<file path="src/rtl/wb_regfile_if.sv">
// Writeback/read-port bundle between the writeback mux, decode/execute and the integer register file.
// The master drives writeback and read indices; the slave (register file) returns read data and instret.
interface wb_regfile_if #(
  parameter int XLEN = 32,
  parameter int AW   = 5
);
  logic [31:0]     wb_instruction;
  logic [XLEN-1:0] wb_data;
  logic            wb_enable;
  logic            wb_valid;
  logic            stall;
  logic [AW-1:0]   rs1_addr;
  logic [AW-1:0]   rs2_addr;
  logic [XLEN-1:0] rs1_data;
  logic [XLEN-1:0] rs2_data;
  logic [63:0]     instret;

  modport master (
    output wb_instruction, wb_data, wb_enable, wb_valid, stall, rs1_addr, rs2_addr,
    input  rs1_data, rs2_data, instret
  );

  modport slave (
    input  wb_instruction, wb_data, wb_enable, wb_valid, stall, rs1_addr, rs2_addr,
    output rs1_data, rs2_data, instret
  );
endinterface

</file>
<file path="src/rtl/wb_regfile.sv">
// Integer register file: one writeback port, two combinational read ports, 64-bit instret counter.
// Define REGFILE_BYPASS_EN to forward same-cycle writeback data onto matching read ports.
module wb_regfile #(
  parameter int XLEN  = 32,
  parameter int NREGS = 32
) (
  input  logic         clk,
  input  logic         rst_n,
  wb_regfile_if.slave  bus
);
  localparam int AW = $clog2(NREGS);

  logic [XLEN-1:0] regs_q [NREGS];
  logic [63:0]     instret_q;
  logic [AW-1:0]   rd;
  logic            retire;
  logic            we;
  logic [XLEN-1:0] rs1_d;
  logic [XLEN-1:0] rs2_d;

  assign rd     = bus.wb_instruction[7 +: AW];
  assign retire = bus.wb_valid & ~bus.stall;
  assign we     = bus.wb_enable & retire & (rd != '0);

  always_ff @(posedge clk or negedge rst_n) begin
    if (!rst_n) begin
      for (int i = 0; i < NREGS; i++) regs_q[i] <= '0;
      instret_q <= '0;
    end else begin
      if (we) regs_q[rd] <= bus.wb_data;
      if (retire) instret_q <= instret_q + 64'd1;
    end
  end

  // x0 and reset force zero regardless of any bypass match.
  always_comb begin
    rs1_d = regs_q[bus.rs1_addr];
    rs2_d = regs_q[bus.rs2_addr];
`ifdef REGFILE_BYPASS_EN
    if (we && bus.rs1_addr == rd) rs1_d = bus.wb_data;
    if (we && bus.rs2_addr == rd) rs2_d = bus.wb_data;
`else
`endif
    if (!rst_n || bus.rs1_addr == '0) rs1_d = '0;
    if (!rst_n || bus.rs2_addr == '0) rs2_d = '0;
  end

  assign bus.rs1_data = rs1_d;
  assign bus.rs2_data = rs2_d;
  assign bus.instret  = instret_q;
endmodule

</file>
<file path="src/flat_wrapper.sv">
// flat-port wrapper written by rule: the top's interface ports become plain ports
module wb_regfile_flat 
#(
  parameter int XLEN  = 32,
  parameter int NREGS = 32
)
  (clk, rst_n, bus_wb_instruction, bus_wb_data, bus_wb_enable, bus_wb_valid, bus_stall, bus_rs1_addr, bus_rs2_addr, bus_rs1_data, bus_rs2_data, bus_instret);
  wb_regfile_if #(.XLEN(XLEN), .AW(5)) bus_i ();
  input  logic clk;
  input  logic rst_n;
  input wire logic [$bits(bus_i.wb_instruction)-1:0] bus_wb_instruction;
  input wire logic [$bits(bus_i.wb_data)-1:0] bus_wb_data;
  input wire logic [$bits(bus_i.wb_enable)-1:0] bus_wb_enable;
  input wire logic [$bits(bus_i.wb_valid)-1:0] bus_wb_valid;
  input wire logic [$bits(bus_i.stall)-1:0] bus_stall;
  input wire logic [$bits(bus_i.rs1_addr)-1:0] bus_rs1_addr;
  input wire logic [$bits(bus_i.rs2_addr)-1:0] bus_rs2_addr;
  output wire logic [$bits(bus_i.rs1_data)-1:0] bus_rs1_data;
  output wire logic [$bits(bus_i.rs2_data)-1:0] bus_rs2_data;
  output wire logic [$bits(bus_i.instret)-1:0] bus_instret;
  assign bus_i.wb_instruction = bus_wb_instruction;
  assign bus_i.wb_data = bus_wb_data;
  assign bus_i.wb_enable = bus_wb_enable;
  assign bus_i.wb_valid = bus_wb_valid;
  assign bus_i.stall = bus_stall;
  assign bus_i.rs1_addr = bus_rs1_addr;
  assign bus_i.rs2_addr = bus_rs2_addr;
  assign bus_rs1_data = bus_i.rs1_data;
  assign bus_rs2_data = bus_i.rs2_data;
  assign bus_instret = bus_i.instret;
  wb_regfile #(.XLEN(XLEN), .NREGS(NREGS)) u_core (.clk(clk), .rst_n(rst_n), .bus(bus_i));
endmodule
</file>
<file path="config.mk">
export PLATFORM = sky130hd
export DESIGN_NAME = wb_regfile_flat
export DESIGN_NICKNAME = d
export VERILOG_FILES = /design/src/rtl/wb_regfile_if.sv /design/src/rtl/wb_regfile.sv /design/src/flat_wrapper.sv
export SDC_FILE = /design/constraint.sdc
export NUM_CORES = 2
export LEC_CHECK = 0
export CAP_MARGIN = 20
export CORE_MARGIN = 4
export CORE_UTILIZATION = 30
export DETAILED_ROUTE_END_ITERATION = 16
export PLACE_DENSITY = 0.5
export SYNTH_ARGS = -nofsm -noshare
export SYNTH_HDL_FRONTEND = slang
export SYNTH_SLANG_ARGS = --single-unit
</file>
<file path="constraint.sdc">
create_clock -name clk -period 7.9 [get_ports clk]
set_clock_uncertainty 0.15 [all_clocks]
set_input_delay 1.58 -clock clk [delete_from_list [all_inputs] [get_ports clk]]
set_output_delay 1.58 -clock clk [all_outputs]
set_load 0.03 [all_outputs]
</file>
==> results by group <==
Global route
  – First-pass GRT wire length: 278,000 microns
  – Largest net degree at the start of global routing: 147
  – Initial antenna violation count: 10
  – Total GRT Usage: between 10% and 20%
  – GRT overflow: 0
  – Vias in the first global route: 37,500

Setup path
  – WS Path Type: in -> out
  – CP endpoint kind: output pin
  – Setup slack, reg-to-reg: 5.25 ns
  – FF-to-FF Start: u_core.bus.instret[2]
  – Crit path required time: 6.17 ns
  – Slowest-stage cell, CP: nor2_4
  – Critical path startpoint category: input port
  – Crit path DAT: between 4 and 5 ns
  – Worst reg2reg path endpoint: u_core.bus.instret[34]
  – Max FO, Critical Path: 16
  – Reg2reg path depth: 5
  – Crit-path cells: clkdlybuf4s50_1 -> nor3b_1 -> o21ai_1 -> nor2_4 -> buf_4 -> a221oi_1 -> o221ai_1 -> buf_12
  – Crit path largest cell delay: slightly below 0.7 ns

Clock tree
  – Clock buffer depth: 3
  – CTS Buf Count: approximately 120
  – # H-tree levels: 3
  – Clock tree sinks: 1,088
  – Post-CTS Resized: 0
  – Skew-Pair Late Insertion Delay: roughly 0.73 ns
  – CTS clk-pin slew, worst paths: roughly 0.06 ns
  – Root buf cell: clkbuf_16
  – CTS hold repair buffers: 0
  – TritonCTS clock tree: done
  – Post-CTS setup buffer count: 0

Routing
  – Number of DRC markers in iteration 0: roughly 2,700
  – Detailed Routing Iterations Pass 1: 5
  – Vias: 35,800
  – Antenna-violating nets left: 0
  – Vias per std cell: around 5.5
  – WL per Instance: ~30 microns
  – DRT Wirelength: between 150,000 and 200,000 microns
  – # DRC: 0

Outcome
  – Outcome: completed

STA
  – Final setup violation count: 0
  – Max Clock Freq: about 150 MHz
  – Fin crit period: 6.51 ns
  – Max transition margin: 25.8%
  – Final hold vios: 0
  – Final Cycle Share: between 80% and 90%
  – Unrepaired setup endpoints after global routing: no
  – Worst-Margin Slew: about 1.1 ns
  – Final Max Tran Viols: 0
  – Final TNS setup: 0 ns

Cells and area
  – Fill count: 17,900
  – Reg area: 27,200 sq um
  – Share of layout cells above drive strength 1: a little under half
  – Layout Utilization: between 30 and 40%
  – # nets final: 3,972
  – Multi-input gate area: ~28,000 sq um
  – Finished layout cell area: between 60,000 and 70,000 sq um
  – Layout Area Growth over Synthesis: 17.3%

Synthesis
  – Ys flop type: dfrtp_1
  – Post-synthesis cell count: between 3,000 and 4,000
  – Avg Cell Area, Syn: between 10 and 15 sq um
  – Post-synth cell types: 59
  – Number of synthesized register bits: roughly 1,100
  – Synth warn: 0
  – Number of flops mapped to enable cells by yosys: 0
  – Synthesized cell area: roughly 57,000 sq um
  – FFs w/ async S/R, synth: 100%
  – Net count after synthesis: just under 4,000
  – Seq/Total Area, Yosys: 47.7%

Placement
  – Post-DP HPWL: 116,000 microns
  – Port bufs: ~180
  – Routability cong.: a little under 0.8
  – Area after DPL: between 60,000 and 70,000 sq um

Die
  – Initial core utilization: between 30% and 40%
  – Core area: 188,000 sq um
  – Die X: about 440 microns
  – Ports: 207
  – Rows: 159
  – Die Y: 444 microns
  – DIE AREA: roughly 200,000 sq um

Power and ir drop
  – Peak VDD IR: between 0.00015 and 0.0002 V
  – Lkg Pwr: ~0.030 uW
  – Power per cell area: between 200 and 250 nW/um^2

Min path
  – Worst Hold Depth: 0
  – Min-Delay Path Class: reg -> reg
  – Hold EP: u_core.regs_q[1003]
  – Hold wc startpoint: u_core.regs_q[1003]

Run
  – Max-Cap Viols: 0
-- metrics by stage --
step	worst slack [ns]	total power (uW)	hold WS, ns	std cells
after floorplan	2.68	7540	0.288	3856
after global placement	1.32	8240	0.226	6236
after detailed placement	1.33	8280	0.232	6247
after CTS	1.31	14100	0.246	6467
after global routing	1.30	14500	0.254	6492
final	1.39	13900	0.247	6492
-- Yosys cell counts, types with 9 or more instances --
cell      number  share of area (%)
mux4_2       426                 17
xor2_1        26               0.40
buf_2        164                1.4
o21ai_0       49               0.43
mux2_1        15               0.30
a21oi_1       10              0.088
nor2_1        90               0.59
xnor2_1       36               0.55
mux2_2       987                 19
nand4_1       17               0.19
dfrtp_1     1088                 48
a22o_1        23               0.35
nor3_1        35               0.31
nor2b_1       11               0.12
nand3_1       55               0.48
nor4_1        10               0.11
and3_1        13               0.14
nand2_1       45               0.30
mux2i_1      271                4.8
buf_1         24               0.16
a221oi_1     110                1.7
o211ai_1       9               0.12
buf_4         25               0.33
clkbuf_1     202                1.3
o221ai_1      39               0.60
-- placed cells by master, fill, tap and decap left out, drive strengths merged, types with 4 or more instances in the layout --
cell	instances
and3	13
xnor2	36
o21ai	50
buf	219
mux2i	271
a22o	23
xor2	26
nor2	93
clkdlybuf4s50	110
bufinv	6
nand2b	4
mux2	1002
o221ai	39
diode	5
nand3	55
nand4	21
and4	4
o211ai	9
dfrtp	1088
mux4	426
clkbuf	191
and2	5
nor4	15
nand2	46
a221oi	110
a211oi	4
a21oi	10
inv	12
nand3b	4
nor2b	11
nor3b	5
nor3	38
clkinv	23
-- cell type report --
class                           instances  share of cell area (%)
Multi-Input combinational cell       2340                    42.0
Antenna cell                            5                  0.0187
Tap cell                             2495                    4.67
Timing Repair Buffer                  336                    6.59
Inverter                                8                  0.0486
Clock inverter                         36                   0.550
Clock buffer                          184                    5.45
Sequential cell                      1088                    40.7
-- flip-flops by register name (all words and copies together), names as in the netlist --
name,flops
u_core.bus.instret,64
u_core.regs_q,1024
-- per-layer routing --
layer	track usage [%]	wire, microns	vias to the layer above
li1	-	-	15000
met1	25.3	82100	19700
met5	0	0	-
met3	2.23	7550	235
met2	32.6	94800	895
met4	6.38	6060	0
-- report_power, final --
part | internal [uW] | switching (uW) | leakage (uW) | total, uW
clock network | 3350 | 2390 | 0.00199 | 5740
logic | 979 | 887 | 0.0132 | 1870
registers | 6010 | 326 | 0.0148 | 6340
-- worst max-delay path: cells and delay by family --
| kind | cells | cell delay (ns) |
|---|---|---|
| buffers and inverters | 3 | 1.24 |
| and+or+nand+nor | 2 | 1.12 |
| AOI/OAI and AO/OA | 3 | 0.79 |
-- kinds of logic (layout without fill, tap and decap cells) --
group | after synthesis | after routing | synth area share, %
adder cells (fa/ha/maj) | 1 | 1 | 0.0219
buffers and inverters | 428 | 564 | 3.40
AO/OA/AOI/OAI | 250 | 250 | 3.41
AND/OR/NAND/NOR | 328 | 328 | 3.10
multiplexers | 1699 | 1699 | 41.4
XOR/XNOR | 62 | 62 | 0.952
other | 0 | 5 | 0
flip-flops | 1088 | 1088 | 47.7
-- how the worst max path moves through the flow --
stage | from | end | slack, ns | cells after the start
after global routing | bus_rs1_addr[4] | bus_rs1_data[14] | 1.30 | 8
after global placement | bus_rs1_addr[4] | bus_rs1_data[14] | 1.32 | 8
after CTS | bus_rs1_addr[4] | bus_rs1_data[14] | 1.31 | 8
final | bus_rs1_addr[4] | bus_rs1_data[14] | 1.39 | 8
after floorplan | bus_rs1_addr[0] | bus_rs1_data[29] | 2.68 | 6
after detailed placement | bus_rs1_addr[4] | bus_rs1_data[14] | 1.33 | 8
Power figures use the tool's default switching activity.
